<file path="config.mk">
export PLATFORM = sky130hd
export DESIGN_NAME = mux_rr_arbiter_flat
export DESIGN_NICKNAME = d
export VERILOG_FILES = /design/src/rtl/mux_rr_arbiter_pkg.sv /design/src/rtl/mux_rr_arbiter_if.sv /design/src/rtl/mux_rr_arbiter_pick.sv /design/src/rtl/mux_rr_arbiter.sv /design/src/flat_wrapper.sv
export SDC_FILE = /design/constraint.sdc
export NUM_CORES = 1
export LEC_CHECK = 0
export CORE_ASPECT_RATIO = 1.4
export CORE_MARGIN = 1
export CORE_UTILIZATION = 37
export CTS_BUF_LIST = sky130_fd_sc_hd__clkbuf_2
export DETAILED_ROUTE_END_ITERATION = 10
export PLACE_DENSITY = 0.78
export SLEW_MARGIN = 10
export SYNTH_ARGS = -nofsm -noshare
export SYNTH_HDL_FRONTEND = slang
export SYNTH_HIERARCHICAL = 1
export SYNTH_SLANG_ARGS = --single-unit
</file>
<file path="constraint.sdc">
create_clock -name clk -period 1.64 [get_ports clk]
set_input_delay 0.41 -clock clk [delete_from_list [all_inputs] [get_ports clk]]
set_output_delay 0.41 -clock clk [all_outputs]
set_load 0.01 [all_outputs]
</file>
<file path="src/rtl/mux_rr_arbiter_pkg.sv">
// mux_arb_pkg: shared sizes, FSM encoding and default hold
// limit for the 4-lane round-robin arbiter.
package mux_arb_pkg;

  localparam int N_REQ = 4;
  localparam int SEL_W = 2;
  localparam int DEF_MAX_HOLD = 8;

  typedef enum logic {
    ST_IDLE = 1'b0,
    ST_BUSY = 1'b1
  } state_t;

endpackage

</file>
<file path="src/rtl/mux_rr_arbiter_if.sv">
// mux_rr_arbiter_if: requester bus, downstream stream and
// grant/select outputs of the round-robin arbiter.
interface mux_rr_arbiter_if
  import mux_arb_pkg::*;
#(
  parameter int DATA_W = 4
);

  logic [N_REQ-1:0]        req;
  logic [N_REQ-1:0]        last;
  logic [N_REQ*DATA_W-1:0] data_in;
  logic                    out_ready;
  logic                    out_valid;
  logic [DATA_W-1:0]       out_data;
  logic                    out_last;
  logic [N_REQ-1:0]        grant;
  logic [SEL_W-1:0]        sel;

  modport master (
    output req,
    output last,
    output data_in,
    output out_ready,
    input  out_valid,
    input  out_data,
    input  out_last,
    input  grant,
    input  sel
  );

  modport slave (
    input  req,
    input  last,
    input  data_in,
    input  out_ready,
    output out_valid,
    output out_data,
    output out_last,
    output grant,
    output sel
  );

endinterface

</file>
<file path="src/rtl/mux_rr_arbiter_pick.sv">
// mux_rr_pick: rotate-priority picker, search starts at ptr
// and wraps mod 4; the first set request wins.
module mux_rr_pick
  import mux_arb_pkg::*;
(
  input  logic [N_REQ-1:0] req,
  input  logic [SEL_W-1:0] ptr,
  output logic             hit,
  output logic [SEL_W-1:0] idx,
  output logic [N_REQ-1:0] onehot
);

  logic [SEL_W-1:0] j;

  // walk from farthest to nearest so the nearest hit wins
  always_comb begin
    hit = 1'b0;
    idx = '0;
    j   = '0;
    for (int k = N_REQ - 1; k >= 0; k--) begin
      j = ptr + SEL_W'(k);
      if (req[j]) begin
        hit = 1'b1;
        idx = j;
      end
    end
  end

  assign onehot = hit ? (N_REQ'(1) << idx) : '0;

endmodule

</file>
<file path="src/rtl/mux_rr_arbiter.sv">
// mux_rr_arbiter: round-robin grant + lane select stream.
// Optional grant timeout: define MUX_ARB_TIMEOUT_EN.
module mux_rr_arbiter
  import mux_arb_pkg::*;
#(
  parameter int DATA_W = 4
`ifdef MUX_ARB_TIMEOUT_EN
  ,
  parameter int MAX_HOLD = DEF_MAX_HOLD
`endif
) (
  input logic clk,
  input logic rst,
  mux_rr_arbiter_if.slave bus
);

  state_t           state;
  logic [N_REQ-1:0] grant_q;
  logic [SEL_W-1:0] sel_q;
  logic [SEL_W-1:0] ptr;

  logic             hit;
  logic [SEL_W-1:0] idx;
  logic [N_REQ-1:0] onehot;

  logic              busy;
  logic              vld;
  logic              xfer;
  logic              tmo;
  logic [DATA_W-1:0] lane;

  mux_rr_pick u_pick (
    .req    (bus.req),
    .ptr    (ptr),
    .hit    (hit),
    .idx    (idx),
    .onehot (onehot)
  );

  // 4:1 lane mux driven by the registered select
  assign lane = bus.data_in[DATA_W*sel_q +: DATA_W];

  assign busy = (state == ST_BUSY);
  assign vld  = busy & bus.req[sel_q];
  assign xfer = vld & bus.out_ready;

`ifdef MUX_ARB_TIMEOUT_EN
  logic [7:0] beats;
  assign tmo = (beats == 8'(MAX_HOLD - 1));
`else
  assign tmo = 1'b0;
`endif

  assign bus.out_valid = vld;
  assign bus.out_data  = busy ? lane : '0;
  assign bus.out_last  = vld & bus.last[sel_q];
  assign bus.grant     = grant_q;
  assign bus.sel       = sel_q;

  // grant FSM: pick in IDLE, hold until last/withdraw/timeout
  always_ff @(posedge clk or posedge rst) begin
    if (rst) begin
      state   <= ST_IDLE;
      grant_q <= '0;
      sel_q   <= '0;
      ptr     <= '0;
`ifdef MUX_ARB_TIMEOUT_EN
      beats   <= '0;
`endif
    end else begin
      unique case (state)
        ST_IDLE: begin
          if (hit) begin
            state   <= ST_BUSY;
            grant_q <= onehot;
            sel_q   <= idx;
            ptr     <= idx + SEL_W'(1);
`ifdef MUX_ARB_TIMEOUT_EN
            beats   <= '0;
`endif
          end
        end
        ST_BUSY: begin
          if (!bus.req[sel_q] ||
              (xfer && (bus.last[sel_q] || tmo))) begin
            state   <= ST_IDLE;
            grant_q <= '0;
          end
`ifdef MUX_ARB_TIMEOUT_EN
          if (xfer) beats <= beats + 8'd1;
`endif
        end
        default: begin
          state   <= ST_IDLE;
          grant_q <= '0;
        end
      endcase
    end
  end

endmodule

</file>
<file path="src/flat_wrapper.sv">
// flat-port wrapper written by rule: the top's interface ports become plain ports
module mux_rr_arbiter_flat import mux_arb_pkg::*;
#(
  parameter int DATA_W = 4

)
  (clk, rst, bus_req, bus_last, bus_data_in, bus_out_ready, bus_out_valid, bus_out_data, bus_out_last, bus_grant, bus_sel);
  mux_rr_arbiter_if #(.DATA_W(DATA_W)) bus_i ();
  input logic clk;
  input logic rst;
  input wire logic [$bits(bus_i.req)-1:0] bus_req;
  input wire logic [$bits(bus_i.last)-1:0] bus_last;
  input wire logic [$bits(bus_i.data_in)-1:0] bus_data_in;
  input wire logic [$bits(bus_i.out_ready)-1:0] bus_out_ready;
  output wire logic [$bits(bus_i.out_valid)-1:0] bus_out_valid;
  output wire logic [$bits(bus_i.out_data)-1:0] bus_out_data;
  output wire logic [$bits(bus_i.out_last)-1:0] bus_out_last;
  output wire logic [$bits(bus_i.grant)-1:0] bus_grant;
  output wire logic [$bits(bus_i.sel)-1:0] bus_sel;
  assign bus_i.req = bus_req;
  assign bus_i.last = bus_last;
  assign bus_i.data_in = bus_data_in;
  assign bus_i.out_ready = bus_out_ready;
  assign bus_out_valid = bus_i.out_valid;
  assign bus_out_data = bus_i.out_data;
  assign bus_out_last = bus_i.out_last;
  assign bus_grant = bus_i.grant;
  assign bus_sel = bus_i.sel;
  mux_rr_arbiter #(.DATA_W(DATA_W)) u_core (.clk(clk), .rst(rst), .bus(bus_i));
endmodule
</file>
==> qor.yml <==
max_freq_ghz: 0.4733
r2r_slack_ps: 70
cts_htree_levels: 1
final_cell_mix: "clkdlybuf4s50_1 (24), buf_4 (18), nand2_1 (10)"
floorplan.io_pins: 39
critPathRequiredTime_ps: 1230
core_region_area_um2: 1997
period_share_pct: 128.8
syn_nets: 110
yosys_warnings: 6
irDropWorstVdd_mv: 0.9047
end_kind: "output pin"
ys_seq_area_share_pct: 28.08
synthToLayoutAreaGrowth_pct: 74.26
period_needed_ps: 2113
portBuffers: 38
seqCellArea_um2: 226.5
grt_pass1_wl_um: 3643
synth-seq-cells: 9
numCtsBuffers: 3
path_clk_slew_ps: 110
root_buffer: "clkbuf_2"
p_int_uw: 1402
dpl-instance-area_um2: 1321
ctsLongestPathBuffers: 2
fin_area_um2: 1398
p_comb_share_pct: 74.4
hold_buffers: 0
min_path_type: "input port to asynchronous set/reset pin"
clkLatencyLatePin_ps: 260
tightest_slew_ps: 338.0
dr_total_vias: 866
die_w_um: 41.35
wirelength_um: 2500
fin_ws_ps: -472.8
clkPwrFrac_pct: 6.2
relSlewSlack_pct: 77.44
arrival_ps: 1700
die_h_um: 57.09
viasPerCell: 5.346
routedWlPerCell_um: 15.43
initial_core_util_pct: 40.16
power_leakage_uw: 0.0006604
ys_types: 32
syn_area_um2: 802.0
status: "finished, violations left"
dieArea_um2: 2360
gr-usage-all-layers_pct: 22.81
drc: 0
grt_max_degree: 11
synth_area_leaders: "dfrtp_1 (28%), mux4_1 (13%), mux2i_1 (7.5%), nand2_1 (4.7%), nand2b_1 (3.9%)"
numClockSinks: 9
seqPwrFrac_pct: 19.4
holdWs_ps: 401.3
rsz0062_at_grt: "true"
antenna_found_initial: 0
final_layout_size_suffix_gt1_share_pct: 36.17
fin_skew_ps: 14.88
rows: 19
fillers: 163
n_antenna_cell: 0
hold_viol_final: 0
synth_top_area_share_pct: 28.08
final.setup.tns_ps: -2252
synth_cells: 83
setup.worst_path.start_class: "input port"
multi_input_area_um2: 543.0
power_density_nw_per_um2: 1620
cp_max_fo: 2
slew_viol_final: 0
gp_congestion: 0.8012
layout_commonest_cell: "clkdlybuf4s50_1"
grt_pass1_vias: 847
p_sw_share_pct: 38.06
max-cap-violations: 0
ant_nets: 0
firstDrtPassIters: 4
setup_viol: 6
final_nets: 169
dp_hpwl_um: 1903
violations: "setup timing"
path_class: "input port to output pin"
cts_tree: "built"
overflow: 0
synth.largest_area_cell: "dfrtp_1"
dr.first_iter.drc_count: 29
syn_avg_cell_area_um2: 9.663
switchingPower_uw: 861.4
==> routing by layer <==
layer / global-route usage (%) / wire length, um
met4: 10.14 / 43
met2: 39.73 / 1382
met1: 26.55 / 954
met5: 0 / 0
met3: 1.556 / 119
==> final timing paths <==
kind,start,endpoint,cells after the start
max in group asynchronous,rst,u_core/bus.sel[0],2
max reg2reg,u_core/bus.sel[0],u_core/bus.grant[2],7
max,bus_req[0],bus_out_last,5
min,rst,u_core/bus.grant[2],2
min in group clk,u_core/bus.grant[1],u_core/bus.grant[1],2
min reg2reg,u_core/bus.grant[1],u_core/bus.grant[1],2
==> state kept, by name (all words and copies together), names as in the netlist <==
signal	cells
u_core/bus.grant	4
u_core/bus.sel	2
u_core/ptr	2
u_core/busy	1
==> power by group through the flow <==
stage	clock network (uW)	logic (uW)	registers, uW
CTS	146	1670	433
global route	155	1800	450
detailed placement	0	1490	452
floorplan	0	801	441
global placement	0	1450	445
finish	140	1690	438
==> metrics by stage <==
stage	worst slack (ps)	power, uW	util [%]	std cells
after detailed placement	-857.9	1941	66.17	153
after CTS	-487.0	2250	69.24	162
final	-472.8	2264	69.99	162
after global routing	-521.9	2408	69.99	162
after global placement	-835.8	1895	66.17	153
after floorplan	-134.0	1242	-	83
==> timing repair <==
item	in CTS	in global routing
endpoints found under the setup margin	10	12
pin swaps	3	3
gates resized for setup	45	6
setup buffers	5	0
==> critical path, cell delays in order <==
cell and delay (ps):
clkdlybuf4s50_1 410, mux4_2 470, and2_4 160, and3_4 140, buf_6 110
==> cells in the mapped netlist <==
cell      number
clkbuf_1       2
buf_4          1
mux2i_1        6
o21bai_1       1
o22a_1         1
nor3_1         2
inv_1          2
o221ai_2       1
and3_1         2
inv_2          1
a221oi_2       1
xnor2_1        1
dfrtp_1        9
o221a_1        1
clkbuf_2       1
o21ai_1        1
and2_4         1
nor2b_1        2
a21o_1         1
a21oi_1        3
o31a_1         1
o22ai_1        5
and2_1         4
nand2_1       10
buf_6          2
nor2_1         5
mux2_2         2
o21ai_0        3
mux4_2         1
mux4_1         4
o21a_1         1
nand2b_1       5
==> kinds of logic (layout without fill, tap and decap cells) <==
logic type	after synthesis	count (layout)	synth area share, %
and+or+nand+nor	31	31	19.50
AOI/OAI and AO/OA	20	20	18.41
muxes	13	13	26.21
DFF	9	9	28.08
buffers and inverters	9	67	6.708
xor gates and xnor gates	1	1	1.092
==> layout make-up <==
class / instances / area share [%]
tap: 21 / 1.880
inverter: 3 / 0.8057
multi-input combinational: 65 / 38.85
sequential: 9 / 16.20
clock buffer: 3 / 1.074
clock inverter: 1 / 0.3581
timing repair buffer: 60 / 40.82
Power figures use the tool's default switching activity.
